<file path="src/rtl/in_halt_responder_if.sv">
// Handshake bundle between the control unit and the IN halt responder.
//   halt_req  : control unit -> responder, IN decoded (combinational Halt)
//   cpu_stall : responder -> CPU, hold PC and register-file write while high
//   in_valid  : responder -> CPU, one-cycle pulse, in_data must be written now
//   in_data   : responder -> CPU, latched switch value, zero-extended
// master = control unit / CPU side, slave = responder side.
interface in_halt_responder_if #(
  parameter int DATA_W = 32
);
  logic              halt_req;
  logic              cpu_stall;
  logic              in_valid;
  logic [DATA_W-1:0] in_data;

  modport master (
    output halt_req,
    input  cpu_stall,
    input  in_valid,
    input  in_data
  );

  modport slave (
    input  halt_req,
    output cpu_stall,
    output in_valid,
    output in_data
  );
endinterface

</file>
<file path="src/rtl/in_halt_responder.sv">
// in_halt_responder
//   Responder side of the IN-instruction halt handshake. While the control unit
//   holds Halt, the CPU is stalled until the user has released Enter, pressed it
//   again cleanly, and the press has been debounced. The switch value is then
//   latched and the stall is dropped for exactly one cycle (in_valid), so the
//   register-file write and the PC advance share that single cycle.
// Ports
//   clock       : system clock, rising edge
//   reset       : synchronous, active-high
//   bus         : slave side of in_halt_responder_if (halt_req in;
//                 cpu_stall, in_valid, in_data out)
//   switches    : raw board switches, sampled only when the press is accepted
//   enter_btn   : raw Enter push-button, active-high, asynchronous
//   waiting_led : high while the responder is waiting on the user
module in_halt_responder #(
  parameter int DATA_W       = 32,
  parameter int SW_W         = 16,
  parameter int DEBOUNCE_CYC = 50000
) (
  input  logic                clock,
  input  logic                reset,
  in_halt_responder_if.slave  bus,
  input  logic [SW_W-1:0]     switches,
  input  logic                enter_btn,
  output logic                waiting_led
);

  localparam int CNT_W = $clog2(DEBOUNCE_CYC + 1);
  localparam logic [CNT_W-1:0] CNT_ZERO     = '0;
  localparam logic [CNT_W-1:0] CNT_ONE      = CNT_W'(1);
  localparam logic [CNT_W-1:0] CNT_FULL     = CNT_W'(DEBOUNCE_CYC);
  // In ARM the current sample is the last one needed when cnt already holds
  // DEBOUNCE_CYC-1 earlier low samples.
  localparam logic [CNT_W-1:0] CNT_ARM_LAST = CNT_W'(DEBOUNCE_CYC - 1);

  typedef enum logic [2:0] {
    ST_IDLE  = 3'd0,
    ST_ARM   = 3'd1,
    ST_WAIT  = 3'd2,
    ST_DEB   = 3'd3,
    ST_GRANT = 3'd4
  } state_t;

  state_t            state_reg;
  logic [CNT_W-1:0]  cnt_reg;
  logic [1:0]        sync_reg;
  logic [DATA_W-1:0] in_data_reg;
  logic              in_valid_reg;
  logic              waiting_led_reg;
  logic              enter_s;
  logic [DATA_W-1:0] sw_ext;

  // Second synchronizer flop is the only view of the button the FSM uses.
  assign enter_s = sync_reg[1];

  // Zero-extend the switches to a register-file word; written bit by bit so
  // that SW_W == DATA_W needs no zero-width replication.
  genvar gi;
  generate
    for (gi = 0; gi < DATA_W; gi++) begin : g_ext
      if (gi < SW_W) begin : g_sw
        assign sw_ext[gi] = switches[gi];
      end else begin : g_zero
        assign sw_ext[gi] = 1'b0;
      end
    end
  endgenerate

  always_ff @(posedge clock) begin
    if (reset) begin
      sync_reg        <= 2'b00;
      state_reg       <= ST_IDLE;
      cnt_reg         <= CNT_ZERO;
      in_data_reg     <= '0;
      in_valid_reg    <= 1'b0;
      waiting_led_reg <= 1'b0;
    end else begin
      sync_reg     <= {sync_reg[0], enter_btn};
      in_valid_reg <= 1'b0;

      case (state_reg)
        ST_IDLE: begin
          cnt_reg <= CNT_ZERO;
          if (bus.halt_req) begin
            state_reg       <= ST_ARM;
            waiting_led_reg <= 1'b1;
          end else begin
            waiting_led_reg <= 1'b0;
          end
        end

        // Require a debounced release first, so a press that was already
        // held when Halt rose can never be taken as the answer.
        ST_ARM: begin
          if (!bus.halt_req) begin
            state_reg       <= ST_IDLE;
            cnt_reg         <= CNT_ZERO;
            waiting_led_reg <= 1'b0;
          end else if (enter_s) begin
            cnt_reg <= CNT_ZERO;
          end else if (cnt_reg == CNT_ARM_LAST) begin
            state_reg <= ST_WAIT;
            cnt_reg   <= CNT_ZERO;
          end else begin
            cnt_reg <= cnt_reg + CNT_ONE;
          end
        end

        ST_WAIT: begin
          if (!bus.halt_req) begin
            state_reg       <= ST_IDLE;
            cnt_reg         <= CNT_ZERO;
            waiting_led_reg <= 1'b0;
          end else if (enter_s) begin
            // This high sample already counts toward the debounce window.
            state_reg <= ST_DEB;
            cnt_reg   <= CNT_ONE;
          end else begin
            cnt_reg <= CNT_ZERO;
          end
        end

        ST_DEB: begin
          if (!bus.halt_req) begin
            state_reg       <= ST_IDLE;
            cnt_reg         <= CNT_ZERO;
            waiting_led_reg <= 1'b0;
          end else if (!enter_s) begin
            // Bounce: go back and wait for the next rising level.
            state_reg <= ST_WAIT;
            cnt_reg   <= CNT_ZERO;
          end else if (cnt_reg == CNT_FULL) begin
            state_reg       <= ST_GRANT;
            cnt_reg         <= CNT_ZERO;
            in_data_reg     <= sw_ext;
            in_valid_reg    <= 1'b1;
            waiting_led_reg <= 1'b0;
          end else begin
            cnt_reg <= cnt_reg + CNT_ONE;
          end
        end

        // Single release cycle; a following IN must start over from IDLE.
        ST_GRANT: begin
          state_reg       <= ST_IDLE;
          cnt_reg         <= CNT_ZERO;
          waiting_led_reg <= 1'b0;
        end

        default: begin
          state_reg       <= ST_IDLE;
          cnt_reg         <= CNT_ZERO;
          waiting_led_reg <= 1'b0;
        end
      endcase
    end
  end

  // The stall is combinational on halt_req so the CPU freezes in the very
  // cycle Halt rises; only the GRANT cycle lets the instruction complete.
  assign bus.cpu_stall = bus.halt_req & (state_reg != ST_GRANT);
  assign bus.in_valid  = in_valid_reg;
  assign bus.in_data   = in_data_reg;
  assign waiting_led   = waiting_led_reg;

endmodule

</file>
<file path="src/flat_wrapper.sv">
// flat-port wrapper written by rule: the top's interface ports become plain ports
module in_halt_responder_flat 
#(
  parameter int DATA_W       = 32,
  parameter int SW_W         = 16,
  parameter int DEBOUNCE_CYC = 50000
)
  (clock, reset, switches, enter_btn, waiting_led, bus_halt_req, bus_cpu_stall, bus_in_valid, bus_in_data);
  in_halt_responder_if #(.DATA_W(DATA_W)) bus_i ();
  input  logic clock;
  input  logic reset;
  input  logic [SW_W-1:0] switches;
  input  logic enter_btn;
  output logic waiting_led;
  input wire logic [$bits(bus_i.halt_req)-1:0] bus_halt_req;
  output wire logic [$bits(bus_i.cpu_stall)-1:0] bus_cpu_stall;
  output wire logic [$bits(bus_i.in_valid)-1:0] bus_in_valid;
  output wire logic [$bits(bus_i.in_data)-1:0] bus_in_data;
  assign bus_i.halt_req = bus_halt_req;
  assign bus_cpu_stall = bus_i.cpu_stall;
  assign bus_in_valid = bus_i.in_valid;
  assign bus_in_data = bus_i.in_data;
  in_halt_responder #(.DATA_W(DATA_W), .SW_W(SW_W), .DEBOUNCE_CYC(DEBOUNCE_CYC)) u_core (.clock(clock), .reset(reset), .bus(bus_i), .switches(switches), .enter_btn(enter_btn), .waiting_led(waiting_led));
endmodule
</file>
<file path="config.mk">
export PLATFORM = sky130hd
export DESIGN_NAME = in_halt_responder_flat
export DESIGN_NICKNAME = d
export VERILOG_FILES = /design/src/rtl/in_halt_responder_if.sv /design/src/rtl/in_halt_responder.sv /design/src/flat_wrapper.sv
export SDC_FILE = /design/constraint.sdc
export NUM_CORES = 1
export LEC_CHECK = 0
export CAP_MARGIN = 20
export CORE_MARGIN = 8
export CORE_UTILIZATION = 47
export CTS_BUF_LIST = sky130_fd_sc_hd__clkbuf_4 sky130_fd_sc_hd__clkbuf_8 sky130_fd_sc_hd__clkbuf_16
export CTS_CLUSTER_SIZE = 25
export DETAILED_ROUTE_END_ITERATION = 12
export PLACE_DENSITY = 0.79
export RECOVER_POWER = 50
export SLEW_MARGIN = 25
export SYNTH_ARGS = -nofsm -noshare
export SYNTH_HDL_FRONTEND = slang
export SYNTH_SLANG_ARGS = --single-unit
</file>
<file path="constraint.sdc">
create_clock -name clock -period 2.1 [get_ports clock]
set_input_delay 0.42 -clock clock [delete_from_list [all_inputs] [get_ports clock]]
set_output_delay 0.42 -clock clock [all_outputs]
set_load 0.01 [all_outputs]
</file>
==> qor.txt, run 1 <==
outcome: completed
Worst setup EP type: register
crit path launch type: register
CTS Buffer Depth: 2
yosys warns: 0
Buf+Inv Stages, Crit Path: 2
die area: 6330 um2
critical path arrival: 1.99 ns
DRC: 0
Placeable Area: 3940 um2
Core Util, Final: 61.4%
EDFF count, synth: 0
Initial DRC Count: 77
crit path kind: reg2reg
top cells by count, synth: 39 x dfxtp_1, 22 x nand3_1, 22 x o21ai_0, 18 x buf_4, 18 x nor3_1
TNS Setup: 0 ns
Initial Utilization: 48.2%
CP max stage delay: 0.46 ns
detailed placement HPWL: 3180 um
Final setup viols: 0
RR Startpoint: u_core.cnt_reg[0]$_SDFF_PP0_
Min Clock Period, post-route: 1.85 ns
worst hold path type: reg2reg
first-pass GRT wire length: 7400 um
final hold vios: 0
largest net degree at the start of global routing: 23
initial antenna violation count: 0
number of iterations in the first detailed-routing pass: 4
M1 WL: 1750 um
Peak VDD IR: 0.538 mV
reg-to-reg endpoint: u_core.bus.in_data[10]$_SDFFE_PP0P_
CTS tree: yes
placer's final routability congestion estimate: 0.844
period utilisation layout: 87.9%
CTS root buffer: clkbuf_8
Rows: 23
flop2flop setup slack: 0.25 ns
IO Pins: 55
Yosys top cell by area: dfxtp_1
CP max-delay cell: dfxtp_1
synth top area cells: dfxtp_1 41%, buf_4 7.1%, nand3_1 5.8%, o21ai_0 5.8%, nor3_1 4.7%
met3 routed wirelength: 547 um
CP cell instances: inv_1 -> ha_1 -> and4bb_2 -> and4_1 -> clkbuf_2 -> nand3_1 -> a21oi_1
nets: 284
post-synthesis register bit count: 39
top-area cell type share of the netlist area: 41.1%
fill cell count: 350
synthesis-to-layout area growth: 27.5%
CTS Buf Count: 5
top-count cell post-synth: dfxtp_1
post-synthesis instance total: 221
IO buf count: 38
htree depth: 2
Clock Latency Late Sink: 0.29 ns
WL final: 4420 um
post-placement cell count: 304
Avg Vias per Cell: 5.34
worst reg-to-reg path cell count: 7
synthesized area: 1900 um2
FMAX: 0.542 GHz
Non-Filler Instances: 313
GRT overflow: 0
routed wl met2: 2070 um
Die Width: 79.6 um
Rel. slew slack: 36.0%
total of max-cap violations: 0
dominant synthesized flop cell: dfxtp_1
layout cells sized above 1: 10.6%
syn_area_per_cell: 8.59 um2
final slew viol count: 0
cell leakage power: 0.881 nW
sequential share of the synthesized area: 41.1%
RSZ-0062 raised after global routing: false
CP top delay family: simple AND/OR/NAND/NOR gates
die height: 79.6 um
GRT Total Usage: 14.4%
power per cell area: 617 nW/um2
CP endpoint: u_core.bus.in_data[10]$_SDFFE_PP0P_
distinct cell type count after synthesis: 43
Required @ worst endpoint: 2.24 ns
post-route ant nets: 0
Critical Path Source: u_core.cnt_reg[0]$_SDFF_PP0_
vias in the first global route: 1585
Worst-path clk slew: 0.08 ns
number of diodes: 0
Routed WL per cell: 14.1 um
via count: 1671
highest metal used: met4
worst-margin pin slew: 0.960 ns
Stages on worst setup path: 7
fraction of registers with async set/reset: 0%
Sink Count: 39
clk_skew: 0.00649 ns
crit path max fanout: 16
[layout make-up]
| type | count | area, um2 | area share (%) |
|---|---|---|---|
| tap | 50 | 62.6 | 2.58 |
| sequential | 39 | 781 | 32.2 |
| clock inverter | 3 | 43.8 | 1.81 |
| clock buffer | 5 | 68.8 | 2.84 |
| inverter | 6 | 22.5 | 0.930 |
| multi-input combinational | 161 | 967 | 39.9 |
| timing repair buffer | 49 | 475 | 19.6 |
[cells by family after synthesis]
group	share of synthesized area, %
AO/OA/AOI/OAI	14.8
AND/OR/NAND/NOR	26.2
XOR/XNOR	5.53
flip-flops	41.1
adder cells (fa/ha/maj)	1.32
other	0.197
buffers and inverters	10.9
[report_power, final]
part | switching, mW | leakage, nW | internal [mW]
registers | 0.00886 | 0.315 | 0.746
clock network | 0.271 | 0.0581 | 0.354
logic | 0.0572 | 0.508 | 0.0567
[worst min-delay path by stage]
stage	start	end	slack (ns)	cells past startpoint
floorplan	u_core.sync_reg[0]$_SDFF_PP0_	u_core.sync_reg[1]$_SDFF_PP0_	0.41	1
global placement	u_core.sync_reg[0]$_SDFF_PP0_	u_core.sync_reg[1]$_SDFF_PP0_	0.42	1
detailed placement	u_core.sync_reg[0]$_SDFF_PP0_	u_core.sync_reg[1]$_SDFF_PP0_	0.43	1
CTS	u_core.sync_reg[0]$_SDFF_PP0_	u_core.sync_reg[1]$_SDFF_PP0_	0.45	1
global route	u_core.sync_reg[0]$_SDFF_PP0_	u_core.sync_reg[1]$_SDFF_PP0_	0.47	1
finish	u_core.sync_reg[0]$_SDFF_PP0_	u_core.sync_reg[1]$_SDFF_PP0_	0.44	1
[metrics by stage]
stage / area, um2 / power [mW] / hold WS, ns / worst slack (ns)
floorplan: 1960 / 0.849 / 0.414 / 0.391
global placement: 2300 / 0.881 / 0.420 / -0.00166
detailed placement: 2300 / 0.882 / 0.432 / -0.0387
finish: 2420 / 1.49 / 0.442 / 0.254
global route: 2420 / 1.54 / 0.466 / 0.0981
CTS: 2410 / 1.50 / 0.450 / 0.000420
[per-layer routing]
layer	vias to the layer above	track usage, %
met5	-	0
met4	0	5.19
met3	6	8.78
met2	56	22.3
met1	764	15.8
li1	845	-
[layout by cell type, fill, tap and decap left out, drive strengths merged, types with 3 or more instances in the layout]
| master | instances |
|---|---|
| inv | 6 |
| xnor2 | 6 |
| nand3 | 22 |
| o21ai | 22 |
| conb | 16 |
| a21oi | 16 |
| nand4 | 6 |
| buf | 9 |
| dlygate4sd3 | 19 |
| nor2b | 3 |
| nor3 | 18 |
| nand2 | 8 |
| clkdlybuf4s50 | 18 |
| clkbuf | 8 |
| dfxtp | 39 |
| nor2 | 4 |
| xor2 | 6 |
[what timing repair did]
| item | CTS | global route |
|---|---|---|
| setup buffers | 0 | 1 |
| endpoints found under the setup margin | 0 | 7 |
| hold buffers | 0 | 0 |
| resized for setup | 0 | 1 |
(Power assumes the default switching activity.)
==> run 2: changes to the inputs <==
--- a/config.mk
+++ b/config.mk
@@ -7,11 +7,12 @@
 export LEC_CHECK = 0
 export CAP_MARGIN = 20
 export CORE_MARGIN = 8
-export CORE_UTILIZATION = 47
-export CTS_BUF_LIST = sky130_fd_sc_hd__clkbuf_4 sky130_fd_sc_hd__clkbuf_8 sky130_fd_sc_hd__clkbuf_16
+export CORE_UTILIZATION = 61
+export CTS_BUF_LIST = sky130_fd_sc_hd__clkbuf_16
 export CTS_CLUSTER_SIZE = 25
 export DETAILED_ROUTE_END_ITERATION = 12
-export PLACE_DENSITY = 0.79
+export DONT_BUFFER_PORTS = 1
+export PLACE_DENSITY_LB_ADDON = 0.08
 export RECOVER_POWER = 50
 export SLEW_MARGIN = 25
 export SYNTH_ARGS = -nofsm -noshare
==> qor.txt, run 2 (synthesis results as in run 1) <==
outcome: completed
nets: 242 (-15%)
CP top delay family: simple AND/OR/NAND/NOR gates
Buf+Inv Stages, Crit Path: 0 (-2)
CTS Buffer Depth: 2 (unchanged)
worst hold path type: in2reg
register area: 781 um2 (unchanged)
final slew viol count: 0 (unchanged)
WL final: 4120 um (-6.9%)
post-CTS setup buffers: 0 (unchanged)
WHS Path Cells: 1 (unchanged)
period utilisation layout: 85.9% (-2.0 points)
CP max stage delay: 0.55 ns (+0.09 ns)
IO Pins: 55 (unchanged)
final hold vios: 0 (unchanged)
initial antenna violation count: 0 (unchanged)
Worst setup EP type: register
CTS resizes: 0 (unchanged)
DRC: 0 (unchanged)
CP max-delay cell: or4_4
Worst-path clk slew: 0.06 ns (-0.02 ns)
most frequent cells in the layout: 39 x dfxtp_1, 22 x nand3_1, 22 x o21ai_0, 18 x nor3_1
IO buf count: 0 (-100%)
worst reg-to-reg path cell count: 4 (-3)
largest net degree at the start of global routing: 25 (+8.7%)
Placeable Area: 3000 um2 (-24%)
CP endpoint: u_core.cnt_reg[15]$_SDFF_PP0_
die area: 5160 um2 (-19%)
Initial Utilization: 63.3% (+15 points)
Critical Path Source: u_core.cnt_reg[2]$_SDFF_PP0_
Non-Filler Instances: 254 (-19%)
flop2flop setup slack: 0.30 ns (+0.04 ns)
Final Power: 1.54 mW (+3.3%)
die height: 71.8 um (-9.8%)
first-pass GRT wire length: 6910 um (-6.5%)
CP cell instances: and4_1 -> nand4_1 -> or4_4 -> a211oi_2
clk_skew: 0.00577 ns (-0.000723 ns)
hold_sp: reset
number of diodes: 0 (unchanged)
Avg Vias per Cell: 6.07 (+14%)
layout cells sized above 1: 10.9% (+0.21 points)
CTS tree: yes
number of iterations in the first detailed-routing pass: 4 (unchanged)
RR Startpoint: u_core.cnt_reg[2]$_SDFF_PP0_
vias in the first global route: 1535 (-3.2%)
Peak VDD IR: 0.561 mV (+4.4%)
placer's final routability congestion estimate: 0.778 (-7.9%)
CTS Buf Count: 5 (unchanged)
Min Clock Period, post-route: 1.80 ns (-0.0412 ns)
RSZ-0062 raised after global routing: false
Sink Count: 39 (unchanged)
most common cell after layout, fill and taps aside: dfxtp_1
Rows: 20 (-13%)
CTS root buffer: clkbuf_16
Final setup viols: 0 (unchanged)
Die Width: 71.8 um (-9.8%)
crit path kind: reg2reg
Hold-fix buffers, CTS: 0 (unchanged)
total of max-cap violations: 0 (unchanged)
post-route ant nets: 0 (unchanged)
reg-to-reg endpoint: u_core.cnt_reg[15]$_SDFF_PP0_
crit path max fanout: 8 (-8)
Stages on worst setup path: 4 (-3)
crit path launch type: register
Rel. slew slack: 66.7% (+31 points)
post-placement cell count: 246 (-19%)
area of the multi-input gates: 967 um2 (unchanged)
cell leakage power: 0.657 nW (-25%)
Initial DRC Count: 97 (+26%)
GRT overflow: 0 (unchanged)
critical path arrival: 2.01 ns (+0.02 ns)
power per cell area: 769 nW/um2 (+25%)
Routed WL per cell: 16.2 um (+15%)
worst-margin pin slew: 0.498 ns (-0.461 ns)
via count: 1541 (-7.8%)
GRT Total Usage: 16.6% (+2.2 points)
htree depth: 2 (unchanged)
TNS Setup: 0 ns (unchanged)
fill cell count: 262 (-25%)
Required @ worst endpoint: 2.30 ns (+0.06 ns)
detailed placement HPWL: 2990 um (-5.9%)
FMAX: 0.554 GHz (+2.3%)
Clock Latency Late Sink: 0.28 ns (about the same)
synthesis-to-layout area growth: 5.60%
==> run 2: cell count changes in the layout (fill, tap and decap cells not counted), sizes merged <==
cell,previous run,this run
buf,9,6
bufinv,1,0
clkbuf,8,6
clkdlybuf4s50,18,0
clkinv,2,1
clkinvlp,0,2
dlygate4sd3,19,0
==> run 2: layout make-up <==
type	count	share of cell area [%]
flip-flops and latches	39	38.9
clock buffers	5	6.24
well taps	33	2.06
repair buffers	7	2.43
multi-input cells	161	48.2
inverters	6	1.12
clock inverters	3	0.998
==> run 2: worst min path at each step <==
| stage | end |
|---|---|
| 5_1_grt | u_core.bus.in_data[11]$_SDFFE_PP0P_ |
| 2_1_floorplan | u_core.sync_reg[1]$_SDFF_PP0_ |
| 3_3_place_gp | u_core.sync_reg[1]$_SDFF_PP0_ |
| 4_1_cts | u_core.bus.in_data[7]$_SDFFE_PP0P_ |
| 6_report | u_core.bus.in_data[6]$_SDFFE_PP0P_ |
| 3_5_place_dp | u_core.sync_reg[1]$_SDFF_PP0_ |
==> run 2: routing by layer <==
metal,global-route usage (%),part of all wire (%)
met1,17.3,40
met2,28.3,49
met3,8.65,9.9
met4,5.22,0.70
met5,0,0
==> run 2: power breakdown <==
part / internal, mW / switching [mW] / total (mW)
logic: 0.0195 / 0.0434 / 0.0629
clock network: 0.437 / 0.287 / 0.724
registers: 0.747 / 0.00973 / 0.757
total: 1.20 / 0.340 / 1.54
==> run 2: worst reg2reg max path, stage by stage (launching register included) <==
cell and delay, ns:
dfxtp_1 0.44, and4_1 0.27, nand4_1 0.25, or4_4 0.55, a211oi_2 0.21
==> run 2: through the flow <==
step	cell area (um2)	hold WS, ns	util (%)	setup slack, ns
6_report	2010	0.203	66.8	0.296
5_1_grt	2010	0.192	66.8	0.119
4_1_cts	2010	0.200	66.9	0.303
3_5_place_dp	1860	0.440	62.1	0.327
3_3_place_gp	1860	0.422	62.1	0.356
2_1_floorplan	1960	0.414	-	0.391
==> run 3: changes to the inputs <==
--- a/config.mk
+++ b/config.mk
@@ -5,7 +5,6 @@
 export SDC_FILE = /design/constraint.sdc
 export NUM_CORES = 1
 export LEC_CHECK = 0
-export CAP_MARGIN = 20
 export CORE_MARGIN = 8
 export CORE_UTILIZATION = 61
 export CTS_BUF_LIST = sky130_fd_sc_hd__clkbuf_16
@@ -14,7 +13,6 @@
 export DONT_BUFFER_PORTS = 1
 export PLACE_DENSITY_LB_ADDON = 0.08
 export RECOVER_POWER = 50
-export SLEW_MARGIN = 25
 export SYNTH_ARGS = -nofsm -noshare
 export SYNTH_HDL_FRONTEND = slang
 export SYNTH_SLANG_ARGS = --single-unit
==> results of run 3 <==
Same layout as run 2: the final DEF is identical, and so are final timing and power.
